===== src/rtl/sync_gen_ctrl.sv =====
// sync_gen_ctrl: one-shot / periodic sync pulse sequencer.
// Software or external trigger, abortable, with pulse counter.
module sync_gen_ctrl #(
  parameter int PERIOD_W   = 32,
  parameter int SYNC_WIDTH = 1,
  parameter int CNT_W      = 16
) (
  input  logic                user_clk,
  input  logic                user_rst,
  input  logic [31:0]         ctrl_word,
  input  logic [PERIOD_W-1:0] period,
  input  logic                ext_sync_in,
  output logic                sync_out,
  output logic                busy,
  output logic                waiting,
  output logic [CNT_W-1:0]    sync_count
);

  localparam logic [1:0] IDLE     = 2'd0;
  localparam logic [1:0] WAIT_EXT = 2'd1;
  localparam logic [1:0] FIRE     = 2'd2;
  localparam logic [1:0] PERIODIC = 2'd3;

  localparam logic [PERIOD_W-1:0] P_MIN =
    PERIOD_W'(SYNC_WIDTH + 1);
  localparam logic [PERIOD_W-1:0] P_ONE = PERIOD_W'(1);
  localparam logic [CNT_W-1:0] CNT_ONE = CNT_W'(1);
  localparam logic [7:0] W_LAST = 8'(SYNC_WIDTH);

  logic                arm;
  logic                src;
  logic                per_in;
  logic                abort;
  logic                unused_ctrl;
  logic                arm_q;
  logic                arm_edge;
  logic                s1, s2, s3;
  logic                ext_edge;
  logic [1:0]          state;
  logic                per_mode;
  logic [PERIOD_W-1:0] period_q;
  logic [PERIOD_W-1:0] pcnt;
  logic [PERIOD_W-1:0] pcnt_inc;
  logic [PERIOD_W-1:0] peff;
  logic [PERIOD_W-1:0] peff_m1;
  logic                hit;
  logic [7:0]          wcnt;

  assign arm         = ctrl_word[0];
  assign src         = ctrl_word[1];
  assign per_in      = ctrl_word[2];
  assign abort       = ctrl_word[3];
  assign unused_ctrl = ^ctrl_word[31:4];

  assign arm_edge = arm & ~arm_q;
  assign ext_edge = s2 & ~s3;

  // Effective period never shorter than pulse plus one low cycle.
  always_comb begin
    peff     = (period_q > P_MIN) ? period_q : P_MIN;
    peff_m1  = peff - P_ONE;
    pcnt_inc = pcnt + P_ONE;
    hit      = (pcnt_inc == peff_m1);
  end

  assign busy    = (state != IDLE);
  assign waiting = (state == WAIT_EXT);

  // Arm edge history and external sync synchronizer chain.
  always_ff @(posedge user_clk or posedge user_rst) begin
    if (user_rst) begin
      arm_q <= 1'b1;
      s1    <= 1'b0;
      s2    <= 1'b0;
      s3    <= 1'b0;
    end else begin
      arm_q <= arm;
      s1    <= ext_sync_in;
      s2    <= s1;
      s3    <= s2;
    end
  end

  // Sequencer: a pulse starts on the first FIRE cycle (wcnt == 0),
  // so entering FIRE one edge early gives exact P_eff spacing.
  always_ff @(posedge user_clk or posedge user_rst) begin
    if (user_rst) begin
      state      <= IDLE;
      sync_out   <= 1'b0;
      sync_count <= '0;
      pcnt       <= '0;
      wcnt       <= '0;
      per_mode   <= 1'b0;
      period_q   <= '0;
    end else if (abort) begin
      state    <= IDLE;
      sync_out <= 1'b0;
      pcnt     <= '0;
      wcnt     <= '0;
    end else begin
      unique case (state)
        IDLE: begin
          if (arm_edge) begin
            per_mode   <= per_in;
            period_q   <= period;
            sync_count <= '0;
            wcnt       <= '0;
            pcnt       <= '0;
            state      <= src ? WAIT_EXT : FIRE;
          end
        end
        WAIT_EXT: begin
          if (ext_edge) begin
            wcnt  <= '0;
            state <= FIRE;
          end
        end
        FIRE: begin
          if (wcnt == 8'd0) begin
            sync_out   <= 1'b1;
            sync_count <= sync_count + CNT_ONE;
            pcnt       <= '0;
            wcnt       <= 8'd1;
          end else if (wcnt == W_LAST) begin
            sync_out <= 1'b0;
            wcnt     <= '0;
            pcnt     <= pcnt_inc;
            if (!per_mode) begin
              state <= IDLE;
            end else if (hit) begin
              state <= FIRE;
            end else begin
              state <= PERIODIC;
            end
          end else begin
            wcnt <= wcnt + 8'd1;
            pcnt <= pcnt_inc;
          end
        end
        PERIODIC: begin
          pcnt <= pcnt_inc;
          if (hit) begin
            wcnt  <= '0;
            state <= FIRE;
          end
        end
        default: state <= IDLE;
      endcase
    end
  end

endmodule


===== config.mk =====
export PLATFORM = sky130hd
export DESIGN_NAME = sync_gen_ctrl
export DESIGN_NICKNAME = d
export VERILOG_FILES = /design/src/rtl/sync_gen_ctrl.sv
export SDC_FILE = /design/constraint.sdc
export NUM_CORES = 1
export LEC_CHECK = 0
export BUFFER_PORTS_ARGS = -buffer_cell sky130_fd_sc_hd__buf_2
export CAP_MARGIN = 20
export CELL_PAD_IN_SITES_DETAIL_PLACEMENT = 1
export CELL_PAD_IN_SITES_GLOBAL_PLACEMENT = 1
export CORE_MARGIN = 2
export CORE_UTILIZATION = 48
export DETAILED_ROUTE_END_ITERATION = 16
export PLACE_DENSITY_LB_ADDON = 0.08
export SLEW_MARGIN = 0
export SYNTH_ARGS = -nofsm -noshare
export SYNTH_HDL_FRONTEND = slang
export SYNTH_SLANG_ARGS = --single-unit

===== constraint.sdc =====
create_clock -name user_clk -period 11.4 [get_ports user_clk]
set_input_delay 1.14 -clock user_clk [delete_from_list [all_inputs] [get_ports user_clk]]
set_output_delay 1.14 -clock user_clk [all_outputs]
set_load 0.01 [all_outputs]

==> flow_metrics.py <==
metrics = {
    "timing": {
        "setup_viol": 0,
        "fin_worst_skew_ns": 0.00832,
        "finalSetupTns_ns": 0,
        "layout_setup_ws_ns": 6.23,
        "timing.fmax_mhz": 193,
        "min_period_ns": 5.17,
        "slew_violations": 0,
        "fin_crit_sh_pct": 45.3,
        "maxSlewHeadroom_pct": 30.9,
        "rsz0062_at_grt": "false",
        "tightest_slew_ns": 1.04,
        "hold_viol_final": 0,
    },
    "power": {
        "powerDensity_mw_per_mm2": 159,
        "power_leakage_nw": 2.74,
        "p_seq_share_pct": 42.6,
        "power.switching_w": 0.000356,
        "peakVddDrop_v": 0.0000827,
        "total_power_w": 0.00108,
        "p_clk_share_pct": 30.9,
        "power_frac_comb_pct": 26.5,
        "p_sw_share_pct": 33.1,
        "intPower_w": 0.000721,
    },
    "cts": {
        "post_cts_buffers": 0,
        "htree_num_levels": 3,
        "cts_root_buf": "clkbuf_16",
        "cts_resized": 0,
        "clkSinkCount": 96,
        "cts_inserted_buffers": 9,
        "cts_tree": "built",
        "clkSlewWorstSetupHoldPaths_ns": 0.07,
        "hold_buffers": 0,
        "clock_path_buffers": 2,
        "clock_latency_ns": 0.36,
    },
    "synthesis": {
        "synth_cell_types": 64,
        "synthCells": 655,
        "synthTopCellsByArea": "dfrtp_1 40%, xnor2_1 8.9%, mux2_2 6.8%, nand2_1 5.3%, o21ai_0 4.1%",
        "ys.flop_type": "dfrtp_1",
        "yosys_warnings": 0,
        "syn_nets": 728,
        "ys_async_sr_fraction_pct": 100,
        "synth_top_cell_area_share_pct": 39.6,
        "yosysSeqAreaShare_pct": 40.0,
        "synth-edff-count": 0,
        "syn_area_sq_mm": 0.00600,
        "synth_area_per_cell_sq_um": 9.17,
        "synth_largest_area_cell": "dfrtp_1",
        "ys_seq_elements": 96,
    },
    "layout": {
        "areaGrowthSynthToFinish_pct": 12.9,
        "num-nets-final": 778,
        "drive_gt1_share_pct": 19.3,
        "post-route-cell-area_sq_mm": 0.00678,
        "num_antenna_cells": 0,
        "fill_cells": 1462,
    },
    "run_status": {
        "status": "completed",
    },
    "floorplan": {
        "rows": 40,
        "fp.dieW_um": 116,
        "die_y_um": 116,
        "start_util_pct": 49.6,
        "core_area_sq_mm": 0.0121,
        "io_pins": 86,
        "die_area_sq_mm": 0.0134,
    },
    "setup_path": {
        "cp_num_buf_inv": 0,
        "cp_common_cell": "xnor2_1",
        "crit_type": "reg -> reg",
        "cpMaxStageDelayCell": "nor4_1",
        "max_stage_delay_ns": 0.73,
        "cp.arrival_ns": 5.39,
        "endpoint_kind": "flop",
        "cp-start-kind": "flop",
        "crit_fanout": 8,
        "crit_chain": "nor4_1 > nand3_1 > or4b_4 > nand2_1 > ha_1 > nor3b_1 > nand4_1 > nor3_1 > xnor2_1 > xnor2_1 > or4_1 > nor4_2 > a31o_2 > o22ai_1",
        "cp.required_ns": 11.62,
        "cp_top_family": "simple AND/OR/NAND/NOR gates",
    },
    "place": {
        "place_area_sq_mm": 0.00646,
        "portBuffers": 57,
        "place_ws_ns": 6.30,
        "post-dp-hpwl_mm": 12.2,
        "gp_congestion": 0.866,
    },
    "route": {
        "antenna_left": 0,
        "routed_via_density": 5.91,
        "wl_per_cell_um": 19.1,
        "vias": 5187,
        "drt_wl_total_mm": 16.8,
        "drtIter0Drc": 268,
        "first_pass_iters": 4,
        "drc_errors": 0,
    },
    "global_routing": {
        "first_global_vias": 5364,
        "antenna_found_initial": 0,
        "grt_max_degree": 72,
        "overflow": 0,
        "grt_usage_pct": 26.7,
        "grt_pass1_wl_mm": 27.7,
    },
    "flow_run": {
        "maxCapViolations": 0,
    },
    "worst_hold_path": {
        "min-delay-path-class": "reg -> reg",
    },
}
==> power groups by stage <==
stage / Sequential, W / Combinational, W / Clock, W
3_3_place_gp: 0.000460 / 0.000273 / 0
3_5_place_dp: 0.000464 / 0.000284 / 0
6_report: 0.000459 / 0.000285 / 0.000333
2_1_floorplan: 0.000436 / 0.000226 / 0
4_1_cts: 0.000458 / 0.000287 / 0.000342
5_1_grt: 0.000468 / 0.000314 / 0.000355
==> per-layer routing <==
metal	GRT usage (%)	vias to the layer above	share of wire, %
met5	0	-	0
met4	9.44	0	2.0
met3	3.24	26	3.5
met2	46.5	105	50
met1	34.4	2620	44
li1	-	2436	-
==> layout by cell type, fill, tap and decap left out, drive strengths merged, types with 3 or more instances in the layout <==
cell type / n
mux2: 36
nor2: 46
dfrtp: 95
nand2: 84
and4: 6
nand4: 14
o31ai: 7
a21oi: 13
mux2i: 3
o21ai: 58
nand4b: 3
xor2: 26
nand3: 31
nand2b: 4
and3: 6
ha: 6
and2: 3
o22ai: 7
nor3: 30
xnor2: 61
a31oi: 6
or3: 11
inv: 22
clkbuf: 10
or4: 7
buf: 61
nor4: 14
a211oi: 4
nor4b: 3
==> synth_stat cells (3+ instances only) <==
cell type / number
a21oi_1: 13
nand2b_1: 4
ha_1: 6
mux2_2: 36
nand4b_1: 3
nor2_1: 46
o21ai_0: 49
nor4_1: 10
nor4_2: 3
nand4_1: 13
and3_1: 6
o21ai_1: 9
and2_1: 3
clkbuf_1: 17
xor2_1: 26
or4_1: 5
o22ai_1: 7
buf_2: 3
nand3_1: 29
mux2i_1: 3
and4_1: 6
o31ai_1: 7
or3_1: 10
dfrtp_1: 95
inv_1: 20
nand2_1: 84
a211oi_1: 3
xnor2_1: 61
nor3_1: 28
a31oi_1: 6
==> flip-flops by register name, indices dropped and copies added, names as in the netlist, 2 cells and up <==
register	count
pcnt	32
period_q	32
state	2
sync_count	16
wcnt	8
==> worst register-to-register path: cells and delay by family (launching register included) <==
family / cells / cell delay [ns]
flip-flops: 1 / 0.44
AND/OR/NAND/NOR: 9 / 3.56
XOR/XNOR: 2 / 0.26
adder cells (fa/ha/maj): 1 / 0.32
AO/OA/AOI/OAI: 2 / 0.48
==> path summary, 6_finish.rpt <==
kind	from	to	slack, ns	cells after the start
worst max-delay path	period_q[10]	wcnt[1]	6.23	14
max in group asynchronous	user_rst	pcnt[11]	9.42	3
min in group asynchronous	user_rst	wcnt[4]	0.75	2
worst max register to register	period_q[10]	wcnt[1]	6.23	14
worst min register to register	s1	s2	0.37	0
worst min-delay path	s1	s2	0.37	0
==> cell families (layout without fill, tap and decap cells) <==
kind of cell,after synthesis,in the layout,synth area share (%)
xor gates and xnor gates,89,89,13.5
muxes,39,39,7.25
buffers and inverters,42,97,2.69
and+or+nand+nor,270,270,23.9
DFF,96,96,40.0
AOI/OAI and AO/OA,113,113,11.4
adders and majority gates,6,6,1.25
==> per-stage QoR <==
| step | std cells | utilization (%) | hold WS [ns] |
|---|---|---|---|
| 2_1_floorplan | 655 | - | 0.331 |
| 3_3_place_gp | 862 | 53.3 | 0.338 |
| 3_5_place_dp | 862 | 53.3 | 0.347 |
| 6_report | 878 | 56.0 | 0.373 |
| 4_1_cts | 878 | 56.0 | 0.376 |
| 5_1_grt | 878 | 56.0 | 0.377 |
==> layout make-up <==
class	instances	area [sq um]	share of cell area, %
clock buffers	10	229	3.38
clock inverters	6	91.3	1.35
inverters	20	77.6	1.14
multi-input cells	517	3450	50.9
flip-flops and latches	96	2400	35.5
well taps	168	210	3.10
repair buffers	61	315	4.65
(Power assumes the default switching activity.)
